===== src/rtl/time_pkg.sv =====
// Shared types and defaults for the time-of-day set/run controller.
package time_pkg;

  typedef enum logic [1:0] {
    RUN      = 2'd0,
    SET_HOUR = 2'd1,
    SET_MIN  = 2'd2,
    SET_SEC  = 2'd3
  } state_t;

  localparam logic [1:0] FIELD_NONE = 2'd0;
  localparam logic [1:0] FIELD_HOUR = 2'd1;
  localparam logic [1:0] FIELD_MIN  = 2'd2;
  localparam logic [1:0] FIELD_SEC  = 2'd3;

  localparam int DEF_SEC_MOD       = 60;
  localparam int DEF_MIN_MOD       = 60;
  localparam int DEF_HOUR_MOD      = 24;
  localparam int DEF_REPEAT_DELAY  = 16;
  localparam int DEF_REPEAT_PERIOD = 4;

  function automatic logic [1:0] field_of(input state_t s);
    case (s)
      SET_HOUR: return FIELD_HOUR;
      SET_MIN:  return FIELD_MIN;
      SET_SEC:  return FIELD_SEC;
      default:  return FIELD_NONE;
    endcase
  endfunction

endpackage


===== src/rtl/edge_rise.sv =====
// One-flop rising-edge detector. It stays disarmed after reset until the input
// has been seen low, so a button held through reset release is not an edge.
module edge_rise (
  input  logic clk,
  input  logic rst,
  input  logic d,
  output logic rise
);

  logic d_q;
  logic armed;

  always_ff @(posedge clk) begin
    if (!rst) begin
      d_q   <= 1'b0;
      armed <= 1'b0;
    end else begin
      d_q   <= d;
      armed <= armed | ~d;
    end
  end

  assign rise = d & ~d_q & armed;

endmodule


===== src/rtl/time_set_ctrl.sv =====
// Run/set sequencer for cascaded sec/min/hour counters: tick carry in RUN,
// button-driven per-field strobes with auto-repeat in the SET states.
//
// state    | meaning
// RUN      | timekeeping, tick drives incr with carry chain
// SET_HOUR | btn_inc (and auto-repeat) bumps hours
// SET_MIN  | btn_inc (and auto-repeat) bumps minutes
// SET_SEC  | btn_inc clears seconds to 0
module time_set_ctrl
  import time_pkg::*;
#(
  parameter int SEC_MOD       = DEF_SEC_MOD,
  parameter int MIN_MOD       = DEF_MIN_MOD,
  parameter int HOUR_MOD      = DEF_HOUR_MOD,
  parameter int SEC_BITS      = $clog2(SEC_MOD),
  parameter int MIN_BITS      = $clog2(MIN_MOD),
  parameter int REPEAT_DELAY  = DEF_REPEAT_DELAY,
  parameter int REPEAT_PERIOD = DEF_REPEAT_PERIOD
) (
  input  logic                clk,
  input  logic                rst,
  input  logic                tick,
  input  logic                btn_mode,
  input  logic                btn_inc,
  input  logic [SEC_BITS-1:0] sec_val,
  input  logic [MIN_BITS-1:0] min_val,
  output logic                sec_incr,
  output logic                min_incr,
  output logic                hour_incr,
  output logic                sec_set,
  output logic [SEC_BITS-1:0] sec_data,
  output logic [1:0]          edit_field,
  output logic                blink
);

  localparam int CNT_BITS = $clog2(REPEAT_DELAY + 1);
  localparam logic [CNT_BITS-1:0] CNT_DELAY  = CNT_BITS'(REPEAT_DELAY);
  // After a repeat pulse the count restarts so the next pulse lands PERIOD cycles later.
  localparam logic [CNT_BITS-1:0] CNT_RELOAD = CNT_BITS'(REPEAT_DELAY - REPEAT_PERIOD + 1);

  if (SEC_MOD < 2 || MIN_MOD < 2 || HOUR_MOD < 2 ||
      REPEAT_PERIOD < 1 || REPEAT_PERIOD > REPEAT_DELAY) begin : g_bad_param
    $error("time_set_ctrl: invalid modulus or repeat parameters");
  end

  state_t              state;
  state_t              next_state;
  logic [CNT_BITS-1:0] rep_cnt;
  logic                mode_rise;
  logic                inc_rise;
  logic                sec_wrap;
  logic                min_wrap;
  logic                rep_active;
  logic                rep_pulse;
  logic                bump;

  edge_rise u_mode_edge (.clk(clk), .rst(rst), .d(btn_mode), .rise(mode_rise));
  edge_rise u_inc_edge  (.clk(clk), .rst(rst), .d(btn_inc),  .rise(inc_rise));

  always_comb begin
    next_state = state;
    if (mode_rise) begin
      case (state)
        RUN:      next_state = SET_HOUR;
        SET_HOUR: next_state = SET_MIN;
        SET_MIN:  next_state = SET_SEC;
        default:  next_state = RUN;
      endcase
    end
  end

  assign sec_wrap   = (sec_val == SEC_BITS'(SEC_MOD - 1));
  assign min_wrap   = (min_val == MIN_BITS'(MIN_MOD - 1));
  assign rep_active = btn_inc && !mode_rise && (state == SET_HOUR || state == SET_MIN);
  assign rep_pulse  = rep_active && (rep_cnt == CNT_DELAY);
  // A mode change swallows any increment arriving on the same cycle.
  assign bump       = !mode_rise && (inc_rise || rep_pulse);
  assign sec_data   = '0;

  always_ff @(posedge clk) begin
    if (!rst) begin
      state      <= RUN;
      rep_cnt    <= '0;
      sec_incr   <= 1'b0;
      min_incr   <= 1'b0;
      hour_incr  <= 1'b0;
      sec_set    <= 1'b0;
      edit_field <= FIELD_NONE;
      blink      <= 1'b0;
    end else begin
      state      <= next_state;
      edit_field <= field_of(next_state);
      sec_incr   <= 1'b0;
      min_incr   <= 1'b0;
      hour_incr  <= 1'b0;
      sec_set    <= 1'b0;

      if (!rep_active)    rep_cnt <= '0;
      else if (rep_pulse) rep_cnt <= CNT_RELOAD;
      else                rep_cnt <= rep_cnt + 1'b1;

      case (state)
        RUN: begin
          sec_incr  <= tick;
          min_incr  <= tick && sec_wrap;
          hour_incr <= tick && sec_wrap && min_wrap;
        end
        SET_HOUR: hour_incr <= bump;
        SET_MIN:  min_incr  <= bump;
        default:  sec_set   <= inc_rise && !mode_rise;
      endcase

      if (next_state == RUN)       blink <= 1'b0;
      else if (next_state != state) blink <= 1'b1;
      else if (tick)               blink <= ~blink;
    end
  end

endmodule


===== config.mk =====
export PLATFORM = sky130hd
export DESIGN_NAME = time_set_ctrl
export DESIGN_NICKNAME = d
export VERILOG_FILES = /design/src/rtl/time_pkg.sv /design/src/rtl/edge_rise.sv /design/src/rtl/time_set_ctrl.sv
export SDC_FILE = /design/constraint.sdc
export NUM_CORES = 1
export LEC_CHECK = 0
export ABC_AREA = 1
export BUFFER_PORTS_ARGS = -buffer_cell sky130_fd_sc_hd__buf_2
export CORE_MARGIN = 10
export CORE_UTILIZATION = 51
export CTS_CLUSTER_DIAMETER = 200
export DETAILED_ROUTE_END_ITERATION = 8
export GPL_TIMING_DRIVEN = 0
export PLACE_DENSITY = 0.86
export SLEW_MARGIN = 20
export SYNTH_ARGS = -nofsm -noshare
export SYNTH_HDL_FRONTEND = slang
export SYNTH_SLANG_ARGS = --single-unit

===== constraint.sdc =====
create_clock -name clk -period 3.3 [get_ports clk]
set_input_delay 0.33 -clock clk [delete_from_list [all_inputs] [get_ports clk]]
set_output_delay 0.33 -clock clk [all_outputs]
set_load 0.05 [all_outputs]

==> flow_metrics.py <==
metrics = {
    "sta": {
        "tns_ps": 0,
        "finClkSkew_ps": 1.38,
        "fmax_mhz": 644,
        "min_period_ps": 1550,
        "rsz0062_at_grt": "no",
        "finalSetupViolCount": 0,
        "hold_violations": 0,
        "fin_crit_sh_pct": 47.0,
        "drv_slew": 0,
    },
    "floorplan": {
        "ios": 30,
        "coreArea_mm2": 0.00158,
        "die_h_um": 61.6,
        "start_util_pct": 56.0,
        "rows": 14,
        "die-area_mm2": 0.00379,
        "die_w_um": 61.6,
    },
    "global_route": {
        "grt_pass1_wl_um": 3230,
        "grt.total_usage_pct": 11.1,
        "antenna_found_initial": 0,
        "grt_pass1_vias": 776,
        "grt_overflow": 0,
        "grt_max_degree": 11,
    },
    "layout": {
        "drive_gt1_share_pct": 26.2,
        "num_antenna_cells": 0,
        "fin_util_pct": 67.1,
        "area_growth_pct": 20.0,
        "finish.instance_area_mm2": 0.00106,
        "finalNetCount": 170,
    },
    "detailed_routing": {
        "num_vias": 784,
        "first_pass_iters": 4,
        "final_antenna_net_count": 0,
        "via_per_inst": 4.87,
        "wl_per_cell_um": 11.8,
        "drt-initial-drc-count": 20,
        "drc": 0,
        "routed_wirelength_um": 1900,
    },
    "logic_synthesis": {
        "yosys_warnings": 0,
        "synth_area_um2": 882,
        "syn_inst": 114,
        "ys_ff_latch": 18,
        "synthDistinctLibCells": 21,
        "seq_area_frac_synth_pct": 40.9,
        "syn_avg_cell_area_um2": 7.74,
    },
    "clock_tree": {
        "cts_setup_buffers": 0,
        "cts_resized": 0,
        "cts.path.max_buffers": 2,
        "cts_buffers": 3,
        "cts_hold_buf": 0,
        "cts_sinks": 18,
        "root_buffer": "clkbuf_4",
        "clock_latency_ps": 290,
        "clk_pin_slew_worst_paths_ps": 90,
        "cts_tree": "built",
        "h-tree-depth": 1,
    },
    "critical_path": {
        "crit_required_ps": 3520,
        "crit_type": "register to register",
        "critical_path_arrival_ps": 1780,
        "endpoint_kind": "register",
        "startpoint_type": "register",
        "crit_path_max_fanout": 5,
    },
    "min_path": {
        "hp-class": "input port to register",
    },
    "power": {
        "power_mw": 0.424,
        "p_leak_nw": 0.539,
        "cellPowerDensity_mw_per_mm2": 401,
        "peakVddDrop_mv": 0.349,
    },
    "outcome": {
        "status": "finished clean",
    },
    "placement": {
        "io_buffer_count": 23,
        "dp_hpwl_um": 1600,
        "place.gp.congestion": 0.748,
        "dpl-instance-area_mm2": 0.00104,
    },
    "run": {
        "drv_cap": 0,
    },
}
==> cell usage in the layout, fill, tap and decap left out, types with 6 or more instances in the layout <==
cell type  synthesis  final
buf_2              0     23
ha_1               6      6
nand3_1            8      8
buf_4              6      6
nor2_1            13     13
conb_1             1      6
nand2_1           22     22
dfxtp_1           18     18
a21oi_1            7      7
inv_1             18     18
==> power by group <==
part	internal, mW	switching [mW]
registers	0.226	0.00632
clock network	0.0425	0.0615
logic	0.0285	0.0597
==> synth_stat cells <==
cell type   n  area share, %
xor2_1      2            2.0
nand3_1     8            4.5
xnor2_1     2            2.0
nand2_2     1           0.71
nor2_1     13            5.5
conb_1      1           0.43
nor2_8      1            2.3
dfxtp_1    18             41
a21oi_1     7            4.0
o21ai_0     1           0.57
o21ai_2     2            2.0
nor3_1      1           0.57
nand4_1     1           0.71
nand2_1    22            9.4
nor4_1      1           0.71
buf_4       6            5.1
o21bai_1    1           0.85
inv_2       1           0.43
ha_1        6            8.5
nor2_4      1            1.3
inv_1      18            7.7
==> per-stage QoR <==
step | hold slack (ps) | std cells | setup WS (ps)
floorplan | 423 | 119 | 1970
global placement | 434 | 158 | 1860
detailed placement | 445 | 158 | 1790
CTS | 250 | 161 | 1750
global route | 264 | 161 | 1580
finish | 255 | 161 | 1750
==> sequential cells by signal, indices dropped and copies added (netlist names) <==
name               flops
u_mode_edge.d_q        1
min_incr               1
sec_set                1
edit_field             2
u_inc_edge.armed       1
blink                  1
rep_cnt                5
hour_incr              1
sec_incr               1
u_inc_edge.d_q         1
u_mode_edge.armed      1
state                  2
==> final timing paths <==
path / from / endpoint / slack [ps] / cells past startpoint
worst max-delay path: state[0] / hour_incr / 1750 / 8
worst min-delay path: btn_mode / u_mode_edge.armed / 250 / 2
worst max register to register: state[0] / hour_incr / 1750 / 8
worst min register to register: u_inc_edge.armed / u_inc_edge.armed / 460 / 2
==> logic make-up after synthesis <==
kind of cell             Yosys count  synth area share (%)
XOR/XNOR                           4                  3.97
adder cells (fa/ha/maj)            6                  8.51
buffers and inverters             25                  13.2
AND/OR/NAND/NOR                   49                  25.7
AO/OA/AOI/OAI                     11                  7.38
flip-flops                        18                  40.9
other                              1                 0.425
==> critical path, stage by stage (launching register included) <==
cell	delay, ps
dfxtp_1	450
inv_1	120
ha_1	370
nand2_1	110
nor2_4	130
nand2_1	70
nand2_1	80
nand2_1	50
a21oi_1	120
==> area by class of cell <==
class | count | area, um^2
Fill cell | 136 | 518
Tap cell | 16 | 20.0
Sequential cell | 18 | 360
Inverter | 19 | 71.3
Clock buffer | 3 | 22.5
Buffer | 6 | 45.0
Multi-Input combinational cell | 76 | 424
Timing Repair Buffer | 23 | 115
==> routing by layer <==
metal | part of all wire, % | track usage, % | wire, um | vias up
met1 | 36 | 11.5 | 693 | 358
li1 | - | - | - | 400
met2 | 55 | 19.2 | 1040 | 21
met3 | 6.5 | 4.12 | 124 | 5
met5 | 0 | 0 | 0 | -
met4 | 2.3 | 5.41 | 44 | 0
(Power assumes the default switching activity.)
